File: config.mk
export PLATFORM = sky130hd
export DESIGN_NAME = upcounter_sequencer
export DESIGN_NICKNAME = d
export VERILOG_FILES = /design/src/rtl/upcounter_sequencer_pkg.sv /design/src/rtl/upcounter_sequencer_tick_prescaler.sv /design/src/rtl/upcounter_sequencer.sv
export SDC_FILE = /design/constraint.sdc
export NUM_CORES = 1
export LEC_CHECK = 0
export ABC_CLOCK_PERIOD_IN_PS = 1900
export BUFFER_PORTS_ARGS = -buffer_cell sky130_fd_sc_hd__buf_2
export CORE_AREA = 2 2 39 41
export CTS_CLUSTER_DIAMETER = 30
export CTS_CLUSTER_SIZE = 12
export DETAILED_ROUTE_END_ITERATION = 6
export DIE_AREA = 0 0 41 43
export GPL_ROUTABILITY_DRIVEN = 0
export SETUP_SLACK_MARGIN = 0.4
export SYNTH_ARGS = -nofsm -noshare
export SYNTH_HDL_FRONTEND = slang
export SYNTH_HIERARCHICAL = 1
export SYNTH_SLANG_ARGS = --single-unit
File: constraint.sdc
create_clock -name clk -period 1.9 [get_ports clk]
set_clock_uncertainty 0.2 [all_clocks]
set_input_delay 0.095 -clock clk [delete_from_list [all_inputs] [get_ports clk]]
set_output_delay 0.095 -clock clk [all_outputs]
set_load 0.05 [all_outputs]
File: src/rtl/upcounter_sequencer_pkg.sv
// Shared constants and types for the up-counter sequencer and its counter instance.
package upcounter_sequencer_pkg;

  // Counter width shared by the sequencer and the counter it drives.
  localparam int unsigned CntW   = 4;
  localparam int unsigned StateW = 3;

  // Encodings are visible on the state output, so they are fixed explicitly.
  typedef enum logic [StateW-1:0] {
    StIdle  = 3'd0,
    StClear = 3'd1,
    StRun   = 3'd2,
    StPause = 3'd3,
    StDone  = 3'd4
  } state_e;

  function automatic logic is_busy(state_e s);
    return (s == StClear) || (s == StRun) || (s == StPause);
  endfunction

endpackage

File: src/rtl/upcounter_sequencer_tick_prescaler.sv
// Free-running divider: emits one tick every DIV enabled clocks, holds while disabled.
module tick_prescaler #(
  parameter int unsigned DIV = 3
) (
  input  logic clk,
  input  logic rst,
  input  logic clr,
  input  logic en,
  output logic tick
);

  localparam int unsigned CW = (DIV > 1) ? $clog2(DIV) : 1;
  localparam logic [CW-1:0] Last = CW'(DIV - 1);

  logic [CW-1:0] cnt_q, cnt_d;

  assign tick = en && (cnt_q == Last);

  // Next count: clear wins, otherwise wrap at DIV-1 while enabled.
  always_comb begin
    cnt_d = cnt_q;
    if (clr) begin
      cnt_d = '0;
    end else if (en) begin
      cnt_d = (cnt_q == Last) ? '0 : cnt_q + 1'b1;
    end
  end

  // Count register.
  always_ff @(posedge clk or negedge rst) begin
    if (!rst) begin
      cnt_q <= '0;
    end else begin
      cnt_q <= cnt_d;
    end
  end

endmodule

File: src/rtl/upcounter_sequencer.sv
// Sequencer for the W-bit up-counter: clear, paced up-enable, terminal detect,
// pause/resume and optional auto-reload.
module upcounter_sequencer
  import upcounter_sequencer_pkg::*;
#(
  parameter int unsigned W   = CntW,
  parameter int unsigned DIV = 3
) (
  input  logic              clk,
  input  logic              rst,
  input  logic              start,
  input  logic              stop,
  input  logic              clr,
  input  logic              mode_auto,
  input  logic [W-1:0]      term,
  input  logic [W-1:0]      cnt_q,
  output logic              cnt_up,
  output logic              cnt_clr,
  output logic              done,
  output logic              busy,
  output logic [StateW-1:0] state
);

  state_e state_q, state_d;
  logic   cnt_clr_q, done_q, busy_q;
  logic   at_term, tick, presc_clr, presc_en;

  assign at_term   = (cnt_q == term);
  assign presc_clr = (state_q == StClear);
  assign presc_en  = (state_q == StRun);

  tick_prescaler #(
    .DIV(DIV)
  ) u_prescaler (
    .clk (clk),
    .rst (rst),
    .clr (presc_clr),
    .en  (presc_en),
    .tick(tick)
  );

  // Gating by the compare keeps the counter from ever stepping past term.
  assign cnt_up = tick && !at_term;

  // Next state: clr beats everything, stop beats start, terminal beats stop.
  always_comb begin
    state_d = state_q;
    if (clr) begin
      state_d = StClear;
    end else begin
      case (state_q)
        StIdle:  if (!stop && start) state_d = StClear;
        StClear: state_d = StRun;
        StRun: begin
          if (at_term)   state_d = StDone;
          else if (stop) state_d = StPause;
        end
        StPause: if (!stop && start) state_d = StRun;
        StDone:  if (mode_auto || (!stop && start)) state_d = StClear;
        default: state_d = StIdle;
      endcase
    end
  end

  // State and registered outputs; cnt_clr is held high through reset.
  always_ff @(posedge clk or negedge rst) begin
    if (!rst) begin
      state_q   <= StIdle;
      cnt_clr_q <= 1'b1;
      done_q    <= 1'b0;
      busy_q    <= 1'b0;
    end else begin
      state_q   <= state_d;
      cnt_clr_q <= (state_d == StClear);
      done_q    <= (state_q == StRun) && (state_d == StDone);
      busy_q    <= is_busy(state_d);
    end
  end

  assign cnt_clr = cnt_clr_q;
  assign done    = done_q;
  assign busy    = busy_q;
  assign state   = state_q;

endmodule

==> results.cfg, run 1 <==
[status]
outcome = finished, final reports clean

[clock_tree]
htree_levels = 1
cts.sinks = 8
cts_tree = yes
cts_buffer_depth = 2
cts_buffers = 3
cts-root-buf = clkbuf_4
cts.clk_slew.worst_paths_ns = 0.06
clk_latency_ns = 0.25

[finish]
areaGrowthSynthToFinish_pct = 71.6
n_antenna_cell = 0
fin_area_um2 = 771
fin_cells = 94
drive_above_1_share_pct = 61.5
fin_nets = 93

[route]
drtIter0Drc = 7
via_count = 461
drt_drc_violations_left = 0
ant_nets = 0
finalWirelength_um = 1160
drtPass1Iterations = 3
drt-wirelength-per-cell_um = 12.3
vias_per_cell = 4.90

[power_and_ir_drop]
powerDensity_nw_per_um2 = 639
ir_worst_vdd_uv = 530
leakagePower_nw = 0.347

[synthesis]
syn_inst = 41
ys_seq_area_share_pct = 44.8
synthesis.nets = 55
ys_seq_elements = 8
ys_warn_count = 6
synth_cell_types = 24
synth_top_area_share_pct = 39.0
synth_top_cell_by_area = dfrtp_1
synthTopCellsByArea = dfrtp_1 39%, xor2_1 7.8%, dfstp_2 5.8%, nand2b_1 5.6%, a21oi_1 3.3%
syn_avg_cell_area_um2 = 11.0
synthesis.area_um2 = 449

[place]
dpl_cell_area_um2 = 576
pre_cts_ws_ns = 0.177
placed_cells = 77
port_buffers = 20
dp_hpwl_um = 731

[timing]
post-route-min-period_ns = 1.67
fin_ws_ns = 0.230
worst_pin_slew_ns = 0.308
relSlewSlack_pct = 79.4
fin_crit_sh_pct = 87.9
finalSetupTns_ns = 0
finalSetupViolCount = 0
hold_viol = 0
whs_ns = 0.0865
slew_viol_final = 0
rsz0062_at_grt = yes
fmax_mhz = 599

[grt]
grt_pass1_wl_um = 1790
grt_pass1_vias = 438
antenna_found_initial = 0
grt_overflow_total = 0
track_usage_pct = 15.5
grt_max_degree = 9

[hold_path]
min_delay_path_depth = 4
hold_start = start
hp-class = input pin to register
worstHoldEndpoint = done

[floorplan]
die_y_um = 43
ios = 21
core_region_area_um2 = 1380
die_area_um2 = 1760
start_util_pct = 32.5
core.rowCount = 14
die_w_um = 41

[worst_setup_path]
cp.depth = 5
worst-path-buf-inv = 2
path_max_fanout = 7
slowest_delay_ns = 0.46
cp.arrival_ns = 1.38
crit_type = register to output port
r2r_start = state[0]
crit_family = flip-flops
endpoint_kind = output port
crit_path_start_kind = register
cp.required_ns = 1.60
path_cells = buf_12 > nor2_4 > and3b_1 > and2_4 > buf_8
critPathSlowestCell = dfrtp_2
reg2reg_depth = 4
rrSetupSlack_ns = 0.23
regToRegEndpoint = busy

[run]
maxCapViolCount = 0
==> cells in the mapped netlist <==
library cell and instances:
a2111oi_2 1, a21boi_0 1, a21oi_1 3, and2_1 1, and3b_1 1, and4b_2 1
dfrtp_1 7, dfstp_2 1, nand2_1 1, nand2b_1 4, nand3b_1 1, nand4b_1 1
nor2_1 3, nor3_1 1, nor3b_1 1, nor4bb_1 1, o21a_1 1, o21bai_1 1
o41ai_1 1, or2_2 2, or3b_1 1, or4_4 1, or4b_4 1, xor2_1 4
==> state kept, by name, indices dropped and copies added (netlist names) <==
name / flops
done: 1
state: 3
busy: 1
cnt_clr: 1
u_prescaler/cnt_q: 2
==> metrics by stage <==
| step | total power, mW | utilization, % |
|---|---|---|
| global route | 0.523 | 55.7 |
| global placement | 0.305 | 41.6 |
| CTS | 0.487 | 53.5 |
| floorplan | 0.270 | - |
| detailed placement | 0.306 | 41.6 |
| finish | 0.493 | 55.7 |
==> kinds of logic (layout without fill, tap and decap cells) <==
family,Yosys count,count (layout),synth area share [%]
AND/OR/NAND/NOR,21,21,33.7
AO/OA/AOI/OAI,8,8,13.6
buffers and inverters,0,37,0
flip-flops,8,8,44.8
XOR/XNOR,4,4,7.80
==> cells in the final DEF, fill, tap and decap left out <==
master	instances
dfrtp_2	3
o21a_1	1
buf_8	1
clkbuf_4	3
nor3b_1	1
nand2b_4	1
nor3_1	1
o41ai_1	1
o21bai_4	1
a21boi_2	1
xor2_1	4
nor4bb_1	1
or4_4	1
nand4b_1	1
nor2_1	1
or3b_1	1
dfrtp_1	4
clkbuf_1	1
and4b_2	1
nand2b_1	3
nand3b_1	1
a21oi_1	2
or2_2	2
dfstp_2	1
a2111oi_2	1
and2_4	1
buf_4	7
or4b_4	1
buf_12	1
a21oi_2	1
dlygate4sd3_1	5
nand2_1	1
buf_2	19
and3b_1	1
nor2_4	1
nor2_2	1
==> layer usage <==
metal	vias to the layer above	GRT usage [%]	wire length, um
met5	-	0	0
met4	0	2.00	0
met3	0	9.42	61
met2	15	25.0	637
met1	221	17.3	457
li1	225	-	-
==> where the power goes <==
| part | internal, mW | switching (mW) |
|---|---|---|
| registers | 0.185 | 0.0159 |
| clock network | 0.0805 | 0.0607 |
| logic | 0.0748 | 0.0761 |
| total | 0.340 | 0.153 |
==> worst min-delay path, delay by kind of cell <==
family / cells / cell delay [ns]
AO/OA/AOI/OAI: 1 / 0.09
buffers and inverters: 1 / 0.07
AND/OR/NAND/NOR: 2 / 0.25
==> timing repair <==
item                                   CTS  global route
pin swaps                                3             2
setup endpoints to repair                3             4
hold buffers                             5             0
setup buffers                            6             2
endpoints found under the hold margin   13             0
gates resized for setup                  8             2
==> final cells by class <==
type                       count  area (um2)
timing repair buffer          33         233
multi-input combinational     33         287
clock buffer                   4        26.3
sequential                     8         205
fill                         132         613
tap                           16        20.0
==> how the worst max path moves through the flow <==
stage                        start     end  slack, ns
after floorplan           state[0]    busy       0.14
after global placement    state[2]  cnt_up       0.22
after detailed placement   term[3]    busy       0.18
after CTS                 state[0]    busy       0.24
after global routing      state[0]  cnt_up       0.14
final                     state[0]  cnt_up       0.23
(Power assumes the default switching activity.)
==> run 2, diff against run 1 <==
ABC_CLOCK_PERIOD_IN_PS = 1850   (was 1900)
BUFFER_PORTS_ARGS = default   (was -buffer_cell sky130_fd_sc_hd__buf_2)
DONT_BUFFER_PORTS = 1   (was default)
clock period = 1.85 ns   (was 1.9 ns; I/O delays follow)
==> run 2 against run 1 <==
  * The run now ends with negative hold slack left
  * Critical endpoint unchanged
  * Clock power increased by 5%
  * Largest cell class unchanged
  * Global-route usage decreased by 0.094 points
  * Utilization decreased by 9.4 points
  * Sequential power increased by 9%
==> results.cfg, run 2 (synthesized netlist as in run 1, its figures left out) <==
[status]
outcome = complete, but fails checks
violations = negative hold slack

[clock_tree]
cts_buffers = 3
cts_tree = yes
cts_buffer_depth = 2
clk_latency_ns = 0.26
cts-root-buf = clkbuf_4
cts.sinks = 8
cts.clk_slew.worst_paths_ns = 0.05
htree_levels = 1

[place]
port_buffers = 0
dp_hpwl_um = 769
placed_cells = 61
pre_cts_ws_ns = 0.0462

[timing]
rsz0062_at_grt = yes
relSlewSlack_pct = 69.5
worst_pin_slew_ns = 0.458
fmax_mhz = 560
post-route-min-period_ns = 1.78
slew_viol_final = 0
whs_ns = -0.0000561
finalSetupTns_ns = 0
hold_viol = 1
fin_ws_ns = 0.0656
fin_crit_sh_pct = 96.5
finalSetupViolCount = 0

[finish]
n_antenna_cell = 0
final_common_cell = buf_4
fin_cells = 73
fin_nets = 72
areaGrowthSynthToFinish_pct = 42.6
layout_common_cells = 7 x buf_4, 4 x xor2_1, 4 x dfrtp_1, 4 x dlygate4sd3_1
largest_reg_flops = 3
drive_above_1_share_pct = 43.9
final_util_pct = 46.3

[floorplan]
ios = 21
die_w_um = 41
core_region_area_um2 = 1380
core.rowCount = 14
die_area_um2 = 1760
start_util_pct = 32.5
die_y_um = 43

[worst_setup_path]
cp.arrival_ns = 1.49
path_cells = nand2b_4 > nor2_4 > and3b_1 > and2_4
rrSetupSlack_ns = 0.09
reg2reg_depth = 3
crit_path_start_kind = register
path_max_fanout = 8
endpoint_kind = output port
critPathSlowestCell = dfrtp_4
slowest_delay_ns = 0.58
crit_type = register to output port
r2r_start = state[2]
regToRegEndpoint = busy
cp.required_ns = 1.56

[route]
ant_nets = 0
via_count = 389
drtPass1Iterations = 4
vias_per_cell = 5.33
drt-wirelength-per-cell_um = 15.7
finalWirelength_um = 1150
drtIter0Drc = 8
drt_drc_violations_left = 0

[grt]
antenna_found_initial = 0
track_usage_pct = 15.4
grt_pass1_vias = 348
grt_pass1_wl_um = 1770
grt_max_degree = 9
grt_overflow_total = 0

[power_and_ir_drop]
ir_worst_vdd_uv = 287
power_frac_comb_pct = 23.6
leakagePower_nw = 0.253
power_switching_uw = 154
powerDensity_nw_per_um2 = 752
clkPwrFrac_pct = 30.7
seq_power_share_pct = 45.7
swShare_pct = 31.9
internal_power_uw = 328

[hold_path]
hp-class = input pin to register
worstHoldEndpoint = cnt_clr
min_delay_path_depth = 3
hold_start = mode_auto

[run]
maxCapViolCount = 0
-- run 2: worst max-delay path by stage --
| stage | from | to | cells past startpoint |
|---|---|---|---|
| after floorplan | state[0] | busy | 4 |
| after CTS | state[2] | cnt_up | 4 |
| after global placement | state[2] | busy | 3 |
| after detailed placement | state[2] | busy | 3 |
| after global routing | state[2] | cnt_up | 4 |
| final | state[2] | cnt_up | 4 |
-- run 2: timing repair --
action / in CTS / in global routing
buffers inserted: 3 / 1
endpoints found under the setup margin: 7 / 7
gates resized for setup: 4 / 3
pin swaps: 3 / 3
hold endpoints to repair: 14 / 0
hold buffers: 4 / 0
-- run 2: through the flow --
step	cell area [um2]	power [mW]
CTS	612	0.473
global route	641	0.505
global placement	505	0.298
detailed placement	505	0.299
floorplan	455	0.277
finish	641	0.482
-- run 2: worst max-delay path: cells and delay by family, from the launching register on --
kind	cells	cell delay [ns]
AND/OR/NAND/NOR	4	0.65
flip-flops	1	0.58
-- run 2: layer usage --
metal	GRT usage, %	share of wire (%)	up-vias
li1	-	-	185
met1	19.9	40	188
met2	21.9	53	14
met3	5.24	4.9	2
met4	8.00	1.5	0
met5	0	0	-
-- run 2: final cells by class --
type                       count  area (um2)
fill                         128         743
sequential                     8         208
multi-input combinational     33         283
timing repair buffer          12         104
tap                           16        20.0
clock buffer                   4        26.3
-- run 2: power by group through the flow --
stage | clock, mW | combinational, mW | sequential (mW)
global route | 0.161 | 0.123 | 0.221
CTS | 0.149 | 0.104 | 0.220
finish | 0.148 | 0.114 | 0.220
floorplan | 0 | 0.0432 | 0.234
global placement | 0 | 0.0756 | 0.222
detailed placement | 0 | 0.0771 | 0.222
